File: src/rtl/boot_rom_pkg.sv
// Shared types and constants for the boot ROM bus adapter.
// ROM_ADDR_WIDTH (macro) overrides the default ROM byte-address width.
`ifndef ROM_ADDR_WIDTH
`define ROM_ADDR_WIDTH 12
`endif

package boot_rom_pkg;

  localparam int unsigned BOOT_ROM_AW = `ROM_ADDR_WIDTH;

  localparam logic [31:0] BOOT_ROM_BASE = 32'h1A00_0000;
  localparam logic [31:0] ROM_ERR_RDATA = 32'h0;

  typedef struct packed {
    logic        err;
    logic [31:0] rdata;
  } resp_t;

  function automatic logic in_rom_window(input logic [31:0] addr,
                                         input logic [31:0] base,
                                         input int unsigned aw);
    return (addr >> aw) == (base >> aw);
  endfunction

endpackage

File: src/rtl/boot_rom_resp_fifo.sv
// Synchronous response FIFO; head entry is presented combinationally.
module boot_rom_resp_fifo
  import boot_rom_pkg::*;
#(
  parameter int unsigned DEPTH = 2,
  parameter type         T     = resp_t
) (
  input  logic clk,
  input  logic rst,
  input  logic i_push,
  input  T     i_data,
  input  logic i_pop,
  output logic o_full,
  output logic o_empty,
  output T     o_head
);

  localparam int unsigned PW = (DEPTH > 1) ? $clog2(DEPTH) : 1;
  localparam int unsigned CW = $clog2(DEPTH + 1);

  T                r_mem [DEPTH];
  logic [PW-1:0]   r_wptr;
  logic [PW-1:0]   r_rptr;
  logic [CW-1:0]   r_count;

  function automatic logic [PW-1:0] ptr_inc(input logic [PW-1:0] p);
    return (p == PW'(DEPTH - 1)) ? '0 : p + 1'b1;
  endfunction

  always_ff @(posedge clk) begin
    if (rst) begin
      r_wptr  <= '0;
      r_rptr  <= '0;
      r_count <= '0;
    end else begin
      if (i_push) r_wptr <= ptr_inc(r_wptr);
      if (i_pop)  r_rptr <= ptr_inc(r_rptr);
      r_count <= r_count + CW'(i_push) - CW'(i_pop);
    end
  end

  always_ff @(posedge clk) begin
    if (i_push) r_mem[r_wptr] <= i_data;
  end

  assign o_empty = (r_count == '0);
  assign o_full  = (r_count == CW'(DEPTH));
  assign o_head  = r_mem[r_rptr];

endmodule

File: src/rtl/boot_rom_bus_adapter.sv
// req/gnt/rvalid slave adapter in front of the boot ROM, with error responses.
// BOOT_ROM_LOCK_EN (macro) enables the sticky post-boot lock.
module boot_rom_bus_adapter
  import boot_rom_pkg::*;
#(
  parameter int unsigned ROM_ADDR_WIDTH = BOOT_ROM_AW,
  parameter logic [31:0] BASE_ADDR      = BOOT_ROM_BASE,
  parameter int unsigned RESP_DEPTH     = 2
) (
  input  logic                      clk,
  input  logic                      rst,
  input  logic                      req_i,
  output logic                      gnt_o,
  input  logic [31:0]               addr_i,
  input  logic                      we_i,
  input  logic [3:0]                be_i,
  input  logic [31:0]               wdata_i,
  output logic                      rvalid_o,
  input  logic                      rready_i,
  output logic [31:0]               rdata_o,
  output logic                      err_o,
  output logic                      rom_en_o,
  output logic [ROM_ADDR_WIDTH-1:0] rom_addr_o,
  input  logic [31:0]               rom_rdata_i,
  input  logic                      lock_i
);

  localparam int unsigned CW = $clog2(RESP_DEPTH + 1);

  logic [CW-1:0] r_cnt;
  logic          r_inflight;
  logic          r_inflight_err;
  logic          w_accept;
  logic          w_legal;
  logic          w_locked;
  logic          w_valid;
  logic          w_retire;
  logic          w_push;
  logic          w_pop;
  logic          w_fifo_full;
  logic          w_fifo_empty;
  resp_t         w_new_resp;
  resp_t         w_head;
  resp_t         w_out;
  logic          w_unused_ok;

`ifdef BOOT_ROM_LOCK_EN
  logic r_lock;

  always_ff @(posedge clk) begin
    if (rst)         r_lock <= 1'b0;
    else if (lock_i) r_lock <= 1'b1;
  end

  assign w_locked    = r_lock;
  assign w_unused_ok = ^{be_i, wdata_i, w_fifo_full};
`else
  assign w_locked    = 1'b0;
  assign w_unused_ok = ^{be_i, wdata_i, w_fifo_full, lock_i};
`endif

  assign gnt_o      = req_i & ~rst & (r_cnt < CW'(RESP_DEPTH));
  assign w_accept   = gnt_o;
  assign w_legal    = ~we_i & ~w_locked & in_rom_window(addr_i, BASE_ADDR, ROM_ADDR_WIDTH);
  assign rom_en_o   = w_accept & w_legal;
  assign rom_addr_o = addr_i[ROM_ADDR_WIDTH-1:0];

  always_ff @(posedge clk) begin
    if (rst) begin
      r_cnt          <= '0;
      r_inflight     <= 1'b0;
      r_inflight_err <= 1'b0;
    end else begin
      r_cnt          <= r_cnt + CW'(w_accept) - CW'(w_retire);
      r_inflight     <= w_accept;
      r_inflight_err <= ~w_legal;
    end
  end

  assign w_new_resp.err   = r_inflight_err;
  assign w_new_resp.rdata = r_inflight_err ? ROM_ERR_RDATA : rom_rdata_i;

  // Empty FIFO lets the ROM word fall straight through; otherwise the head
  // owns the outputs and the arriving word queues behind it.
  assign w_out    = w_fifo_empty ? w_new_resp : w_head;
  assign w_valid  = ~rst & (~w_fifo_empty | r_inflight);
  assign w_retire = w_valid & rready_i;
  assign w_push   = ~rst & r_inflight & ~(w_fifo_empty & rready_i);
  assign w_pop    = ~rst & ~w_fifo_empty & rready_i;

  assign rvalid_o = w_valid;
  assign rdata_o  = w_valid ? w_out.rdata : '0;
  assign err_o    = w_valid & w_out.err;

  boot_rom_resp_fifo #(
    .DEPTH (RESP_DEPTH),
    .T     (resp_t)
  ) u_resp_fifo (
    .clk     (clk),
    .rst     (rst),
    .i_push  (w_push),
    .i_data  (w_new_resp),
    .i_pop   (w_pop),
    .o_full  (w_fifo_full),
    .o_empty (w_fifo_empty),
    .o_head  (w_head)
  );

endmodule

File: config.mk
export PLATFORM = sky130hd
export DESIGN_NAME = boot_rom_bus_adapter
export DESIGN_NICKNAME = d
export VERILOG_FILES = /design/src/rtl/boot_rom_pkg.sv /design/src/rtl/boot_rom_resp_fifo.sv /design/src/rtl/boot_rom_bus_adapter.sv
export SDC_FILE = /design/constraint.sdc
export NUM_CORES = 1
export LEC_CHECK = 0
export CORE_UTILIZATION = 45
export CTS_BUF_LIST = sky130_fd_sc_hd__clkbuf_4 sky130_fd_sc_hd__clkbuf_8
export DETAILED_ROUTE_END_ITERATION = 8
export PLACE_DENSITY = 0.93
export SKIP_CTS_REPAIR_TIMING = 1
export SLEW_MARGIN = 15
export SYNTH_ARGS = -nofsm -noshare
export SYNTH_HDL_FRONTEND = slang
export SYNTH_SLANG_ARGS = --single-unit
File: constraint.sdc
create_clock -name clk -period 5 [get_ports clk]
set_input_delay 1.25 -clock clk [delete_from_list [all_inputs] [get_ports clk]]
set_output_delay 1.25 -clock clk [all_outputs]
set_load 0.005 [all_outputs]
==> flow_summary.yaml, run 1 <==
timing:
  max_clock_freq_mhz: 238
  worst_slew_pin_slew_ns: 1.03
  slew_headroom: 0.316
  rsz0062_at_grt: "false"
  finClkSkew_ns: 0.0127
  layout_min_cycle_time_ns: 4.19
  period_share: 0.839
  setup-violations-final: 0
  hold_violations: 0
  tns_ns: 0
  drv_slew: 0
power:
  leakage_uw: 0.00160
  power.total_uw: 1310
  power_density_nw_per_um2: 272
  vdd_drop_max_uv: 120
logic_synthesis:
  syn_inst: 305
  synth_top_area_frac: 0.531
  yosys.cell_types.count: 30
  synth-async-reset-ratio: 0
  synth_area_leaders: "edfxtp_1, mux2i_1, nor2_1, dfxtp_1, a211oi_2"
  synth_common_cells: "edfxtp_1, nor2_1, mux2i_1"
  avgSynthCellArea_sq_um: 12.2
  ys_seq_area_frac: 0.579
  ys_warn_count: 0
  synthesis.area_sq_um: 3730
  synth_most_common_cell: "edfxtp_1"
  synth_edf_count: 66
  ys_ff_latch: 75
  synth_top_area_cell: "edfxtp_1"
  synthFlopType: "edfxtp_1"
  synth_nets: 414
drt:
  vias_per_cell: 5.04
  drc: 0
  wl_um: 7180
  num_vias: 2458
  dr.first_iter.drc_count: 110
  dr.pass1.iters: 4
  ant_nets: 0
  wire_per_inst_um: 14.7
cts:
  clock_path_buffers: 2
  cts_buffers: 9
  cts.reportedPaths.clkPinSlew_ns: 0.08
  cts_tree: "built"
  clk_latency_ns: 0.32
  cts.sinks: 75
  clockRootBuffer: "clkbuf_8"
  cts_max_level: 3
setup_path:
  cp_data_required_time_ns: 3.75
  path_max_fanout: 13
  r2r_end: "r_cnt[1]"
  critical-path-max-stage-delay_ns: 0.49
  reg2reg_slack_ns: 2.80
  cp.arrival_ns: 2.94
  cp_slowest_cell: "clkdlybuf4s50_1"
  critPathKind: "primary input to output pin"
  reg2reg_from: "u_resp_fifo.r_count[1]"
  path_cells: "clkdlybuf4s50_1 > buf_4 > nor3b_1 > and2_1 > clkdlybuf4s50_1"
  critPathLaunchType: "primary input"
  crit_top_cell: "clkdlybuf4s50_1"
  crit_path_end_kind: "output pin"
  ff2ff_path_depth: 8
placement:
  post-place-cells: 472
  dp_hpwl_um: 4870
  gp_routability_congestion: 0.728
  portBuffers: 92
layout:
  n_fill_cell: 652
  num_antenna_cells: 0
  nets: 490
  instances_no_fill: 488
  area_growth_pct: 28.5
  drive_above_1_share: 0.119
global_routing:
  grtUsageTotal: 0.178
  grt_pass1_wl_um: 11800
  grt-ovfl-total: 0
  grt_pass1_vias: 2531
  antenna_found_initial: 0
  grt_start_max_net_pins: 36
hold_path:
  hp-start: "r_cnt[1]"
  hold_depth: 1
  min_to: "r_inflight"
  min_path_type: "register to register"
floorplanning:
  core_sq_um: 7890
  die_area_sq_um: 8660
  die_h_um: 93.1
  rows: 32
  start_util: 0.473
  ios: 154
  die_w_um: 93.1
run:
  max_cap_violations: 0
outcome:
  status: "finished clean"
[power breakdown]
| group | leakage [uW] | total [uW] | switching, uW | internal, uW |
|---|---|---|---|---|
| Clock | 0.0000899 | 397 | 208 | 190 |
| Combinational | 0.000832 | 197 | 87.6 | 109 |
| Sequential | 0.000680 | 713 | 16.9 | 696 |
| Total | 0.00160 | 1310 | 312 | 995 |
[registers in the layout, indices dropped and copies added (netlist names), named ones only]
register,cells
u_resp_fifo.r_mem,66
r_cnt,2
u_resp_fifo.r_count,2
r_inflight,1
r_inflight_err,1
u_resp_fifo.r_rptr,1
u_resp_fifo.r_wptr,1
[metal layers]
layer | track usage | routed length [um] | up-vias | part of all wire
li1 | - | - | 1230 | -
met1 | 0.215 | 3020 | 1146 | 0.42
met2 | 0.313 | 3800 | 74 | 0.53
met3 | 0.0252 | 265 | 8 | 0.037
met5 | 0 | 0 | - | 0
met4 | 0.0821 | 93 | 0 | 0.013
[kinds of logic after synthesis]
kind of cell,after synthesis,synth area share
compound gates,36,0.0878
xor+xnor,5,0.0117
fa+ha+maj,3,0.0101
buf+inv,38,0.0633
flops,75,0.579
mux,34,0.0915
simple gates,114,0.157
[area by class of cell]
cell class | count | area, sq um | share of cell area
Tap cell | 102 | 128 | 0.0266
Timing Repair Buffer | 99 | 973 | 0.203
Multi-Input combinational cell | 192 | 1350 | 0.281
Sequential cell | 75 | 2160 | 0.451
Clock buffer | 11 | 139 | 0.0289
Clock inverter | 5 | 31.3 | 0.00652
Inverter | 4 | 15.0 | 0.00313
[how the worst max path moves through the flow]
stage	from	end	slack (ns)	cells past startpoint
floorplan	rst	u_resp_fifo.r_mem[1][0]	0.42	3
global placement	rst	rom_en_o	0.81	5
detailed placement	rst	rom_en_o	0.78	5
CTS	rst	rom_en_o	0.78	5
global route	rst	rom_en_o	0.72	5
finish	rst	rom_en_o	0.81	5
[stage by stage]
stage,utilization,setup slack (ns),hold WS [ns],area [sq um]
global route,0.608,0.720,0.492,4800
CTS,0.608,0.775,0.484,4800
global placement,0.587,0.806,0.451,4630
detailed placement,0.587,0.783,0.472,4630
floorplan,-,0.423,0.440,3730
finish,0.608,0.806,0.483,4800
[cell usage in the layout, fill, tap and decap left out, types with 3 or more instances in the layout]
cell type and n:
nor2b_1 16, xor2_1 4, edfxtp_1 66, a31oi_1 20
a211oi_2 13, nor2_1 64, nor4_1 3, buf_4 7
dfxtp_1 7, mux2i_1 33, clkdlybuf4s50_1 92, clkbuf_8 9
and2b_1 18, ha_1 3, clkinv_2 3, inv_1 4
[worst max-delay path, delay by kind of cell]
kind	cells	cell delay, ns
buffers and inverters	3	1.15
AND/OR/NAND/NOR	2	0.54
Note: power is estimated with default switching activity, not from simulation.
==> inputs of run 2 (changes only) <==
Clock period 5 ns to 4 ns, I/O delays scaled along.
==> flow_summary.yaml, run 2 (synthesis results as in run 1) <==
cts:
  clock_path_buffers: 2
  cts.reportedPaths.clkPinSlew_ns: 0.07
  cts_buffers: 9
  clk_latency_ns: 0.34
  cts_max_level: 3
  clockRootBuffer: "clkbuf_8"
  cts_tree: "built"
  cts.sinks: 75
floorplanning:
  ios: 154
  die_h_um: 93.1
  core_sq_um: 7890
  start_util: 0.473
  die_area_sq_um: 8660
  die_w_um: 93.1
  rows: 32
timing:
  drv_slew: 0
  hold_violations: 0
  rsz0062_at_grt: "false"
  worst_slew_pin_slew_ns: 0.646
  period_share: 0.917
  max_clock_freq_mhz: 273
  hold_slack_ns: 0.479
  setup-violations-final: 0
  layout_min_cycle_time_ns: 3.67
  slew_headroom: 0.569
  finClkSkew_ns: 0.00863
  tns_ns: 0
hold_path:
  min_to: "r_inflight"
  hp-start: "r_cnt[1]"
  min_path_type: "register to register"
  hold_depth: 1
placement:
  dpl_cell_area_sq_um: 4670
  gp_routability_congestion: 0.723
  dp_hpwl_um: 5290
  portBuffers: 92
layout:
  largest_reg_flops: 66
  largestRegisters: "u_resp_fifo.r_mem: 66 flops, r_cnt: 2 flops, u_resp_fifo.r_count: 2 flops"
  final_cell_mix: "clkdlybuf4s50_1, edfxtp_1, nor2_1"
  largest-register: "u_resp_fifo.r_mem"
  stdcell_area_sq_um: 4860
  area_growth_pct: 30.1
  num_antenna_cells: 0
  nets: 494
  n_fill_cell: 616
  layout_commonest_cell: "clkdlybuf4s50_1"
  drive_above_1_share: 0.121
setup_path:
  ff2ff_path_depth: 8
  cp_data_required_time_ns: 3.00
  crit_path_end_kind: "output pin"
  reg2reg_slack_ns: 1.73
  critPathLaunchType: "primary input"
  path_max_fanout: 2
  r2r_end: "r_cnt[1]"
  critPathKind: "primary input to output pin"
  cp.arrival_ns: 2.67
  reg2reg_from: "u_resp_fifo.r_count[1]"
drt:
  vias_per_cell: 5.16
  wire_per_inst_um: 15.6
  wl_um: 7700
  drc: 0
  dr.pass1.iters: 5
  dr.first_iter.drc_count: 101
  ant_nets: 0
  num_vias: 2541
power:
  leakage_uw: 0.00164
  vdd_drop_max_uv: 154
  power_density_nw_per_um2: 349
global_routing:
  grt_pass1_wl_um: 12600
  antenna_found_initial: 0
  grt-ovfl-total: 0
  grt_pass1_vias: 2753
  grtUsageTotal: 0.189
  grt_start_max_net_pins: 41
run:
  max_cap_violations: 0
outcome:
  status: "finished clean"
==> run 2: power breakdown <==
group	leakage, uW	switching [uW]	internal (uW)
registers	0.000680	15.0	871
clock network	0.0000985	263	290
logic	0.000861	119	138
total	0.00164	397	1300
==> run 2: worst max-delay path by stage <==
stage	start	endpoint
global route	addr_i[27]	rom_en_o
CTS	addr_i[27]	rom_en_o
finish	addr_i[27]	rom_en_o
global placement	addr_i[27]	rom_en_o
floorplan	rst	u_resp_fifo.r_mem[1][0]
detailed placement	addr_i[27]	rom_en_o
==> run 2: routing by layer <==
layer | track usage | vias to the layer above | share of wire
met3 | 0.0358 | 15 | 0.045
met1 | 0.207 | 1200 | 0.40
met5 | 0 | - | 0
met2 | 0.352 | 91 | 0.54
li1 | - | 1235 | -
met4 | 0.0872 | 0 | 0.015
==> run 2: area by class of cell <==
class	count	area, sq um	area share
flip-flops and latches	75	2160	0.445
multi-input cells	192	1360	0.280
repair buffers	103	1000	0.207
clock buffers	10	131	0.0270
well taps	102	128	0.0263
clock inverters	6	56.3	0.0116
inverters	4	15.0	0.00309
==> run 2: metrics by stage <==
| step | power (uW) | utilization | worst slack (ns) | cells |
|---|---|---|---|---|
| floorplan | 1060 | - | 0.828 | 305 |
| global placement | 1150 | 0.592 | 0.319 | 476 |
| detailed placement | 1160 | 0.592 | 0.314 | 476 |
| CTS | 1710 | 0.616 | 0.311 | 492 |
| global route | 1770 | 0.616 | 0.192 | 492 |
| finish | 1700 | 0.616 | 0.332 | 492 |
==> run 2: worst max-delay path, cell delays in order <==
cell and delay [ns]:
clkdlybuf4s50_1 0.45, nor4bb_1 0.28, nand4_1 0.14, nor2_1 0.16
and2_1 0.14, clkdlybuf4s50_1 0.49
==> inputs of run 3 (changes only) <==
Settings changed: CAP_MARGIN set to 25, GPL_ROUTABILITY_DRIVEN set to 0, SETUP_SLACK_MARGIN set to 0.02.
==> results of run 3 <==
Same layout as run 2: the final DEF is identical, and so are final timing and power.
